`src/rtl/fifo_level.sv`:
```
// fifo_level: first-word-fall-through ready/valid FIFO with occupancy, threshold flags, flush and high watermark
module fifo_level #(
    parameter int DEPTH_W       = 5,
    parameter int DATA_W        = 8,
    parameter int AFULL_THRESH  = 2**DEPTH_W - 1,
    parameter int AEMPTY_THRESH = 1
) (
    input  logic               clk,
    input  logic               nrst,
    input  logic               flush,
    input  logic [DATA_W-1:0]  a_data,
    input  logic               a_valid,
    output logic               a_ready,
    output logic [DATA_W-1:0]  b_data,
    output logic               b_valid,
    input  logic               b_ready,
    output logic [DEPTH_W:0]   count,
    output logic               almost_full,
    output logic               almost_empty,
    output logic [DEPTH_W:0]   high_water
);
    localparam int DEPTH = 2**DEPTH_W;
    localparam int CW = DEPTH_W + 1;
    localparam int PW = DEPTH_W > 0 ? DEPTH_W : 1;
    localparam logic [DEPTH_W:0] FULL = CW'(DEPTH);
    localparam logic [DEPTH_W:0] AF = CW'(AFULL_THRESH);
    localparam logic [DEPTH_W:0] AE = CW'(AEMPTY_THRESH);

    logic [DATA_W-1:0] mem [DEPTH];
    logic [PW-1:0]     rd_ptr, wr_ptr, rd_nxt, wr_nxt;
    logic [DEPTH_W:0]  count_nxt, hw_nxt;
    logic              push, pop;

    // Handshakes, flags and next-state values; a single-entry FIFO keeps its pointers pinned at 0
    always_comb begin
        a_ready      = (count != FULL) & ~flush & ~nrst;
        b_valid      = (count != '0) & ~flush & ~nrst;
        push         = a_valid & a_ready;
        pop          = b_valid & b_ready;
        b_data       = b_valid ? mem[rd_ptr] : '0;
        almost_full  = ~nrst & (count >= AF);
        almost_empty = nrst | (count <= AE);
        rd_nxt       = (DEPTH_W == 0) ? '0 : rd_ptr + 1'b1;
        wr_nxt       = (DEPTH_W == 0) ? '0 : wr_ptr + 1'b1;
        count_nxt    = (push & ~pop) ? count + 1'b1 : (pop & ~push) ? count - 1'b1 : count;
        hw_nxt       = (count_nxt > high_water) ? count_nxt : high_water;
    end

    // Pointer, occupancy and watermark registers; reset and flush both empty the queue
    always_ff @(posedge clk) begin
        if (nrst || flush) begin
            rd_ptr     <= '0;
            wr_ptr     <= '0;
            count      <= '0;
            high_water <= '0;
        end else begin
            if (push) wr_ptr <= wr_nxt;
            if (pop) rd_ptr <= rd_nxt;
            count      <= count_nxt;
            high_water <= hw_nxt;
        end
    end

    // Payload storage is deliberately not reset; push is already gated by reset and flush
    always_ff @(posedge clk) begin
        if (push) mem[wr_ptr] <= a_data;
    end
endmodule

```
`config.mk`:
```
export PLATFORM = sky130hd
export DESIGN_NAME = fifo_level
export DESIGN_NICKNAME = d
export VERILOG_FILES = /design/src/rtl/fifo_level.sv
export SDC_FILE = /design/constraint.sdc
export NUM_CORES = 1
export LEC_CHECK = 0
export CORE_UTILIZATION = 50
export DETAILED_ROUTE_END_ITERATION = 8
export GPL_TIMING_DRIVEN = 0
export PLACE_DENSITY = 0.7
export SYNTH_ARGS = -nofsm -noshare
export SYNTH_HDL_FRONTEND = slang
export SYNTH_SLANG_ARGS = --single-unit
```
`constraint.sdc`:
```
create_clock -name clk -period 4.52 [get_ports clk]
set_input_delay 0.678 -clock clk [delete_from_list [all_inputs] [get_ports clk]]
set_output_delay 0.678 -clock clk [all_outputs]
set_load 0.01 [all_outputs]
```
# --- Yosys cells after proc, flatten, opt, wreduce, memory -nomap -nowiden ---
# Memories as Yosys holds them, arrays and structs flattened. A register that Yosys moved wholly into a read port is not among the register bits.
# Index checks and enable logic that the tools add are counted.
# Widths: inputs -> output; s select.
totals:
  input_bits: 13
  reg_bits: 22
  romBits: 0
  out_inout_bits: 24
  n_memories: 1
  ram_bits: 256
  latchBits: 0
mem_list:
  columns: ["memory", "depth", "width", "read_ports", "rd_ports_with_merged_regs", "write_ports", "line", "text"]
  rows:
  - ["mem", 32, 8, 1, 1, 1, "29", "logic [DATA_W-1:0] mem [DEPTH];"]
classes:
  muxes: 7
  n_addsub: 4
  div_mod_pow: 0
  n_reduce_logical: 2
  magnitude_cmp: 3
  bitwise: 14
  n_eq_ne: 1
  n_mul: 0
  shifts: 0
op_table:
  columns: ["operator", "n"]
  rows:
  - ["$mux 6", 2]
  - ["$add 5x1->5 const B", 2]
  - ["$mux 5", 2]
  - ["$and 1x1->1", 9]
  - ["$mux 8", 1]
  - ["$add 6x1->6 const B", 1]
  - ["$ge 6x5->1 const B", 1]
  - ["$gt 6x6->1", 1]
  - ["$le 6x1->1 const B", 1]
  - ["$ne 6x6->1 const B", 1]
  - ["$reduce_bool 6->1", 1]
  - ["$sub 6x1->6 const B", 1]
  - ["$not 1->1", 4]
  - ["$mux 1", 2]
  - ["$logic_or 1x1->1", 1]
  - ["$or 1x1->1", 1]

# --- Logic depth before layout (Yosys ltp) ---
# Gate-level depths: netlist of run 1.
depth:
  ltp_word: 9
  ltp_mapped: 15
  ltp_nobuf: 13

# --- Least setup slack after synthesis of run 1 ---
# No wires, ideal clock.
synth_path:
  kind: "input to register"
  startpoint: "input port flush"
  endpoint: "register high_water[2]"
  stages: 11
  arrival_time_ns: 3.425
  required_time_ns: 4.457
  setup_slack_ns: 1.032
  n_path_buf: 0
  cell_sequence: "or3b_2 > o21bai_1 > o32ai_1 > xnor2_1 > inv_1 > ha_1 > nand2_1 > or3b_2 > and3_1 > or4_1 > nand3_1"
synth_between:
  elab_chain_len: 9
  word_cells_on_any_way: 15
  cone_classes: "order compare: 1; mux: 2; bitwise: 11; reduce/logical: 1"
synth_rtl:
  columns: ["item", "line", "text"]
  rows:
  - ["from (decl)", "10", "input logic flush,"]
  - ["$not 1->1 (*)", "36, 37", null]
  - ["$and 1x1->1 (2 in series)", "36", "a_ready = (count != FULL) & ~flush & ~nrst;"]
  - ["$and 1x1->1", "38", "push = a_valid & a_ready;"]
  - ["$not 1->1", "45", "count_nxt = (push & ~pop) ? count + 1'b1 : (pop & ~push) ? count - 1'b1 : count;"]
  - ["$and 1x1->1", "45", null]
  - ["$mux 6", "45", null]
  - ["$mux 6 (*)", "45", null]
  - ["net count_nxt[4]", "31", "logic [DEPTH_W:0] count_nxt, hw_nxt;"]
  - ["$gt 6x6->1 (*)", "46", "hw_nxt = (count_nxt > high_water) ? count_nxt : high_water;"]
  - ["to (signal assigned)", "60", "high_water <= hw_nxt;"]
  - ["to (decl)", "20", "output logic [DEPTH_W:0] high_water"]
# The timed path passes the listed nets; every way through them passes the cells marked *.
# A chain may end at the register's enable or synchronous reset.

==> implementation parameters, run 1 <==
Parameter                              Value

Timing
  RSZ-0062 raised after global routing    no
  Setup Viol. Count Final    0
  Crit share post-route    94.4%
  Skew final    0.00869 ns
  Max-slew headroom at the worst pin    14.8%
  Final number of hold-violating endpoints    0
  Max-slew violation total from the final report    0
  Final total negative setup slack    0 ns
  Highest attainable clock frequency    234 MHz
  Transition time at the pin with the least slew margin    1.27 ns
  Final worst path period need    4.27 ns

Die
  Num rows    54
  Initial Utilization    51.6%
  Area of the core    0.0221 sq mm
  Die boundary width    153 um
  Area of the die    0.0234 sq mm
  Die Y-Extent    153 um
  Number of primary I/O pins    37

Routing
  Detail Route met3 WL    1.52 mm
  DRC violations left    0
  Detailed-route wire length on metal 1    9.99 mm
  Drt first pass iters    5
  Post-DR wirelength/cell    23.7 um
  Per-cell via count in the routed design    6.03
  Remaining antenna violation count after routing    0
  Total met2 wirelength after detailed routing    10.7 mm
  Drt first-iter violations    399
  Highest Signal Layer    met4
  Total vias in the final route    5823
  Routed wire length    22.9 mm

Final layout
  Fraction of layout instances using a drive strength above 1    20.1%
  Utilization after layout    58.7%
  Non-filler instance count after layout    965
  Total Nets Final    690
  Multi-input gate area in the final layout    0.00296 sq mm
  Diode insertion count for antenna repair    0
  Register cell area after layout    0.00823 sq mm
  Fillers    1574
  Area Growth Syn to Fin    13.9%

Min path
  Hold Path Origin    high_water[3]
  Type of the worst min-delay path    flip-flop to flip-flop
  Number of instances on the worst hold path    2
  Endpoint with the worst hold slack    high_water[3]

Worst setup path
  Setup slack, reg-to-reg    0.58 ns
  Most prevalent standard cell on the critical path    sky130_fd_sc_hd__mux4_2
  Highest cell delay on the worst timing path    0.72 ns
  Worst Path Max Fanout    10
  Data arrival time of the critical path    3.59 ns
  Critical Path Slowest Stage Cell    sky130_fd_sc_hd__dfxtp_1
  Cell chain of the critical path    clkbuf_1 -> mux4_2 -> mux4_2 -> mux2i_1 -> nor2_1 -> clkdlybuf4s50_1
  Number of buffers and inverters on the critical path    2
  Nature of the critical path startpoint    flip-flop
  Endpoint of the worst register-to-register path    high_water[0]
  Kind of capture point of the worst setup path    primary output
  Family with the most delay on the worst path    buffers and inverters
  Stages on the worst setup path    6
  Reg-to-reg startpoint    count[1]
  Worst path required time    3.84 ns
  Critical setup path kind    flip-flop to primary output
  Worst Reg-to-Reg Cells    13

Clocking
  Clock net sink count    283
  Number of buffers created by CTS    29
  Post CTS Setup Buffer Count    0
  Resized cells post-CTS    0
  CTS tree    done
  H-tree depth reported by CTS    1
  CTS clk-pin slew, worst paths    0.06 ns
  Clock tree root driver cell    sky130_fd_sc_hd__clkbuf_16
  Buffer levels on the longest clock path    3
  Clock insertion delay at the later pin of the skew report    0.53 ns

Synth
  Avg Inst Size Synth    19.1 sq um
  Post-synth ARST share    0%
  Unique masters post-synth    48
  FF+latch count, synth    283
  Syn nets    624
  Warnings from Yosys    0
  Most used flip-flop cell after synthesis    sky130_fd_sc_hd__edfxtp_1
  Gate Count Post-Synth    597
  Sequential-to-total area share from yosys stat    72.2%
  Syn Std Cell Area    0.0114 sq mm
  Post-synth EDFFs    256

Global routing
  Initial antenna violation count    0
  Pin count of the biggest net entering global routing    33
  Total routing resource utilization after global routing    20.0%
  Remaining global-route overflow    0
  Via count of the first global-routing pass    5843
  First-pass GRT wire length    35.0 mm

Placed design
  Post-DP HPWL    15.1 mm
  Placer congestion estimate    0.869
  Port Buffer Count    36
  Cell Count Post-Placement    913

Power and ir drop
  Power Dens Cells    399 mW/mm^2
  Worst ir drop on vdd    0.000196 V
  P_leak    0.00402 uW

Job
  Max-capacitance violation count    0

Status
  Run status    completed
## flip-flops by register name, indices dropped and copies added (netlist names), named ones only
name,cells
wr_ptr,5
high_water,6
rd_ptr,5
mem,256
count,6
## cell usage after synthesis, types with 5 or more instances
library cell | count | area share [%]
sky130_fd_sc_hd__ha_1 | 14 | 1.5
sky130_fd_sc_hd__xnor2_1 | 6 | 0.46
sky130_fd_sc_hd__nand3b_1 | 5 | 0.33
sky130_fd_sc_hd__a21oi_1 | 6 | 0.26
sky130_fd_sc_hd__mux2i_1 | 8 | 0.70
sky130_fd_sc_hd__edfxtp_1 | 256 | 67
sky130_fd_sc_hd__buf_2 | 10 | 0.44
sky130_fd_sc_hd__buf_1 | 5 | 0.16
sky130_fd_sc_hd__nor3_1 | 6 | 0.26
sky130_fd_sc_hd__nand3_1 | 8 | 0.35
sky130_fd_sc_hd__inv_1 | 17 | 0.56
sky130_fd_sc_hd__clkbuf_1 | 13 | 0.43
sky130_fd_sc_hd__nor2_1 | 61 | 2.0
sky130_fd_sc_hd__xor2_1 | 6 | 0.46
sky130_fd_sc_hd__nand2_1 | 17 | 0.56
sky130_fd_sc_hd__o21ai_0 | 5 | 0.22
sky130_fd_sc_hd__dfxtp_1 | 27 | 4.7
sky130_fd_sc_hd__mux4_2 | 80 | 16
## layout by cell type, fill, tap and decap left out, types with 2 or more instances in the layout
cell type,count
sky130_fd_sc_hd__buf_6,2
sky130_fd_sc_hd__clkbuf_1,20
sky130_fd_sc_hd__mux4_2,80
sky130_fd_sc_hd__nor2_1,61
sky130_fd_sc_hd__nand4_1,4
sky130_fd_sc_hd__clkbuf_8,2
sky130_fd_sc_hd__xor2_1,6
sky130_fd_sc_hd__edfxtp_1,256
sky130_fd_sc_hd__clkinv_1,7
sky130_fd_sc_hd__xnor2_1,6
sky130_fd_sc_hd__nor3_1,6
sky130_fd_sc_hd__a21oi_1,6
sky130_fd_sc_hd__buf_2,10
sky130_fd_sc_hd__or3_1,4
sky130_fd_sc_hd__ha_1,14
sky130_fd_sc_hd__or2_2,2
sky130_fd_sc_hd__nand2b_1,2
sky130_fd_sc_hd__o21a_1,2
sky130_fd_sc_hd__o21ai_0,5
sky130_fd_sc_hd__nand3b_1,5
sky130_fd_sc_hd__nand3_1,8
sky130_fd_sc_hd__buf_1,5
sky130_fd_sc_hd__inv_1,17
sky130_fd_sc_hd__clkdlybuf4s50_1,36
sky130_fd_sc_hd__clkinv_2,3
sky130_fd_sc_hd__clkinvlp_4,2
sky130_fd_sc_hd__o22ai_1,4
sky130_fd_sc_hd__o21ai_1,2
sky130_fd_sc_hd__nand2_1,17
sky130_fd_sc_hd__or3b_2,4
sky130_fd_sc_hd__dfxtp_1,27
sky130_fd_sc_hd__clkbuf_16,29
sky130_fd_sc_hd__mux2i_1,8
## per-layer routing
metal | up-vias | global-route usage, %
met2 | 229 | 31.5
met5 | - | 0
met3 | 35 | 2.95
met4 | 0 | 6.35
li1 | 2535 | -
met1 | 3024 | 29.3
## timing repair
| action | 4_1_cts | 5_1_grt |
|---|---|---|
| setup endpoints to repair | 0 | 8 |
| hold buffers | 0 | 0 |
| endpoints found under the hold margin | 0 | 0 |
## where the power goes
group	leakage (uW)	internal, uW	total, uW	switching, uW
combinational	0.00107	37.2	116	79.0
sequential	0.00252	2860	2860	2.96
clock	0.000422	1270	2200	938
## cell families after synthesis
| group | share of synthesized area, % |
|---|---|
| XOR/XNOR | 0.923 |
| AND/OR/NAND/NOR | 4.92 |
| buffers and inverters | 1.79 |
| AO/OA/AOI/OAI | 2.09 |
| flip-flops | 72.2 |
| adder cells (fa/ha/maj) | 1.54 |
| multiplexers | 16.5 |
## worst max-delay path by stage
stage,from,to,slack (ns)
after CTS,flip-flop,b_data[3],0.02
after global placement,a_valid,high_water[3],0.22
after global routing,flip-flop,b_data[0],0.08
after detailed placement,a_valid,high_water[0],0.12
after floorplan,flush,high_water[2],1.03
final,flip-flop,b_data[3],0.25
## worst register-to-register path: cells and delay by family (launching register included)
family / cells / cell delay [ns]
adders and majority gates: 2 / 0.58
DFF: 1 / 0.36
and+or+nand+nor: 3 / 0.60
xor gates and xnor gates: 1 / 0.40
AOI/OAI and AO/OA: 4 / 1.65
buffers and inverters: 3 / 0.29
## stage by stage
| stage | total power [uW] | setup slack [ns] | hold WS, ns | instance area (sq um) |
|---|---|---|---|---|
| floorplan | 2960 | 1.03 | 0.465 | 11400 |
| global placement | 3020 | 0.215 | 0.471 | 12100 |
| detailed placement | 3030 | 0.124 | 0.493 | 12100 |
| CTS | 5220 | 0.0185 | 0.502 | 13000 |
| global route | 5320 | 0.0775 | 0.521 | 13000 |
| finish | 5180 | 0.255 | 0.499 | 13000 |
## layout make-up
cell class,instances,share of cell area [%]
Sequential cell,283,63.4
Multi-Input combinational cell,267,22.8
Clock buffer,39,6.04
Timing Repair Buffer,36,2.78
Tap cell,280,2.70
Buffer,29,1.05
Clock inverter,14,0.733
Inverter,17,0.492
No activity file was read; power rests on OpenSTA's default activity.
==> inputs of run 2 (changes only) <==
--- a/config.mk
+++ b/config.mk
@@ -5,6 +5,7 @@
 export SDC_FILE = /design/constraint.sdc
 export NUM_CORES = 1
 export LEC_CHECK = 0
+export ABC_AREA = 1
 export CORE_UTILIZATION = 50
 export DETAILED_ROUTE_END_ITERATION = 8
 export GPL_TIMING_DRIVEN = 0
==> implementation parameters, run 2 <==
Parameter                              Value

Die
  Die Y-Extent    157 um
  Area of the die    0.0246 sq mm
  Initial Utilization    51.1%
  Area of the core    0.0235 sq mm
  Num rows    56
  Number of primary I/O pins    37
  Die boundary width    157 um

Timing
  Skew final    0.0188 ns
  Max-slew violation total from the final report    0
  Final total negative setup slack    0 ns
  Final worst path period need    3.72 ns
  Final number of hold-violating endpoints    0
  Final Worst Setup Slack    0.797 ns
  RSZ-0062 raised after global routing    no
  Setup Viol. Count Final    0
  Transition time at the pin with the least slew margin    1.38 ns
  Max-slew headroom at the worst pin    7.97%
  Crit share post-route    82.4%
  Highest attainable clock frequency    269 MHz

Synth
  Post-synth EDFFs    256
  Cell with the most instances after synthesis    sky130_fd_sc_hd__nand2_1
  Avg Inst Size Synth    11.0 sq um
  Synth cell count leaders    266 x sky130_fd_sc_hd__nand2_1, 256 x sky130_fd_sc_hd__edfxtp_1, 140 x sky130_fd_sc_hd__nand3_1
  Sequential-to-total area share from yosys stat    68.7%
  Gate Count Post-Synth    1090
  Top cells by area in the synthesized netlist    sky130_fd_sc_hd__edfxtp_1 64%, sky130_fd_sc_hd__nand2_1 8.3%, sky130_fd_sc_hd__nand3_1 5.8%, sky130_fd_sc_hd__dfxtp_1 4.5%, sky130_fd_sc_hd__nor2_1 3.9%
  Library cell occupying the most area in the post-synthesis netlist    sky130_fd_sc_hd__edfxtp_1
  Area share of the leading cell type in the synthesized netlist    64.1%
  Post-synth ARST share    0%
  Syn nets    1117
  Unique masters post-synth    34
  FF+latch count, synth    283
  Syn Std Cell Area    0.0120 sq mm
  Warnings from Yosys    0
  Most used flip-flop cell after synthesis    sky130_fd_sc_hd__edfxtp_1

Global routing
  First-pass GRT wire length    45.8 mm
  Total routing resource utilization after global routing    25.6%
  Initial antenna violation count    0
  Remaining global-route overflow    0
  GR Layer Usage met1    34.9%
  Layer with the highest usage after global routing    met2
  Via count of the first global-routing pass    7916
  Pin count of the biggest net entering global routing    33
  Met3 capacity usage during global routing    3.43%
  Fraction of met2 tracks used by global routing    41.2%

Worst setup path
  Nature of the critical path startpoint    flip-flop
  Worst path required time    3.84 ns
  Worst Path Max Fanout    10
  Kind of capture point of the worst setup path    primary output
  Critical setup path kind    flip-flop to primary output
  Data arrival time of the critical path    3.05 ns

Routing
  Total vias in the final route    8389
  Drt first pass iters    5
  Remaining antenna violation count after routing    0
  Per-cell via count in the routed design    5.59
  Drt first-iter violations    955
  Routed wire length    30.6 mm
  Post-DR wirelength/cell    20.4 um
  DRC violations left    0

Final layout
  Fillers    1930
  Register cell area after layout    0.00823 sq mm
  Most frequent standard cell in the layout excluding fill and tap cells    sky130_fd_sc_hd__nand2_1
  Multi-input gate area in the final layout    0.00328 sq mm
  Utilization after layout    58.5%
  Diode insertion count for antenna repair    0
  Area Growth Syn to Fin    14.6%
  Largest regs    mem (256), count (6), high_water (6)
  Biggest register    mem
  Number of flip-flops under the largest register name    256
  Most frequent cells in the layout    266 x sky130_fd_sc_hd__nand2_1, 256 x sky130_fd_sc_hd__edfxtp_1, 140 x sky130_fd_sc_hd__nand3_1
  Total Nets Final    1186
  Fraction of layout instances using a drive strength above 1    10.7%

Clocking
  Clock net sink count    283
  CTS clk-pin slew, worst paths    0.06 ns
  Buffer levels on the longest clock path    3
  Post CTS Setup Buffer Count    0
  Clock tree root driver cell    sky130_fd_sc_hd__clkbuf_16
  H-tree depth reported by CTS    1
  # hold bufs at CTS    0
  Number of buffers created by CTS    29
  CTS tree    done
  Clock insertion delay at the later pin of the skew report    0.55 ns
  Resized cells post-CTS    0

Power and ir drop
  Worst ir drop on vdd    0.000374 V
  P_leak    0.00495 uW
  Power Dens Cells    413 mW/mm^2

Placed design
  Post-DP HPWL    20.3 mm
  Port Buffer Count    36
  Placer congestion estimate    0.943
  DP Worst Slack    0.850 ns

Job
  Max-capacitance violation count    0

Min path
  Type of the worst min-delay path    flip-flop to flip-flop

Status
  Run status    completed
==> run 2: cell types whose count changed in the layout (fill, tap and decap cells not counted), sizes merged, moves of 30 or more <==
cell   before  now
a21oi       6   40
buf        17   54
inv        17   47
mux4       80    0
nand2      17  273
nand3       8  147
nor2       61  129
o21ai       7   71
==> run 2: cells by family after synthesis <==
| family | after synthesis | share of synthesized area (%) |
|---|---|---|
| AO/OA/AOI/OAI | 131 | 5.99 |
| buffers and inverters | 102 | 3.95 |
| XOR/XNOR | 1 | 0.0731 |
| adder cells (fa/ha/maj) | 14 | 1.46 |
| AND/OR/NAND/NOR | 559 | 19.9 |
| flip-flops | 283 | 68.7 |
==> run 2: layout make-up <==
| type | instances | share of cell area [%] |
|---|---|---|
| Clock buffer | 36 | 5.62 |
| Inverter | 44 | 1.22 |
| Clock inverter | 18 | 1.38 |
| Sequential cell | 283 | 59.9 |
| Timing Repair Buffer | 38 | 2.84 |
| Tap cell | 319 | 2.91 |
| Buffer | 58 | 2.22 |
| Multi-Input combinational cell | 705 | 23.9 |
==> run 2: path summary, 6_finish.rpt <==
kind	start	endpoint	slack (ns)	cells after the start
max	flip-flop	b_data[5]	0.80	10
min	rd_ptr[2]	flip-flop	0.50	2
max reg2reg	count[0]	high_water[2]	1.40	19
min reg2reg	rd_ptr[2]	flip-flop	0.50	2
==> run 2: routing by layer <==
metal  wire length [um]  up-vias
met5                  0        -
met4               1290        0
met3               2910       77
met2              14200      434
met1              12300     3951
li1                   -     3927
==> run 2: worst max-delay path, cell delays in order (launching register included) <==
cell,delay [ns]
sky130_fd_sc_hd__dfxtp_1,0.35
sky130_fd_sc_hd__inv_2,0.06
sky130_fd_sc_hd__buf_2,0.27
sky130_fd_sc_hd__buf_2,0.32
sky130_fd_sc_hd__nor2_1,0.07
sky130_fd_sc_hd__o21ai_0,0.32
sky130_fd_sc_hd__nor2_1,0.08
sky130_fd_sc_hd__nor2_1,0.17
sky130_fd_sc_hd__nor2_1,0.09
sky130_fd_sc_hd__nor2_1,0.19
sky130_fd_sc_hd__clkdlybuf4s50_1,0.57
==> run 2: where the power goes <==
part / internal [uW] / total [uW] / switching [uW]
Clock: 1390 / 2400 / 1000
Combinational: 141 / 373 / 232
Sequential: 2880 / 2900 / 22.6
Total: 4420 / 5670 / 1260
==> run 2: stage by stage <==
stage | instances | instance area (sq um) | hold WS [ns] | total power (uW)
after floorplan | 1090 | 12000 | 0.447 | 3170
after global placement | 1445 | 12700 | 0.467 | 3320
after detailed placement | 1446 | 12800 | 0.472 | 3330
after CTS | 1500 | 13700 | 0.498 | 5680
after global routing | 1501 | 13700 | 0.526 | 5840
final | 1501 | 13700 | 0.499 | 5670
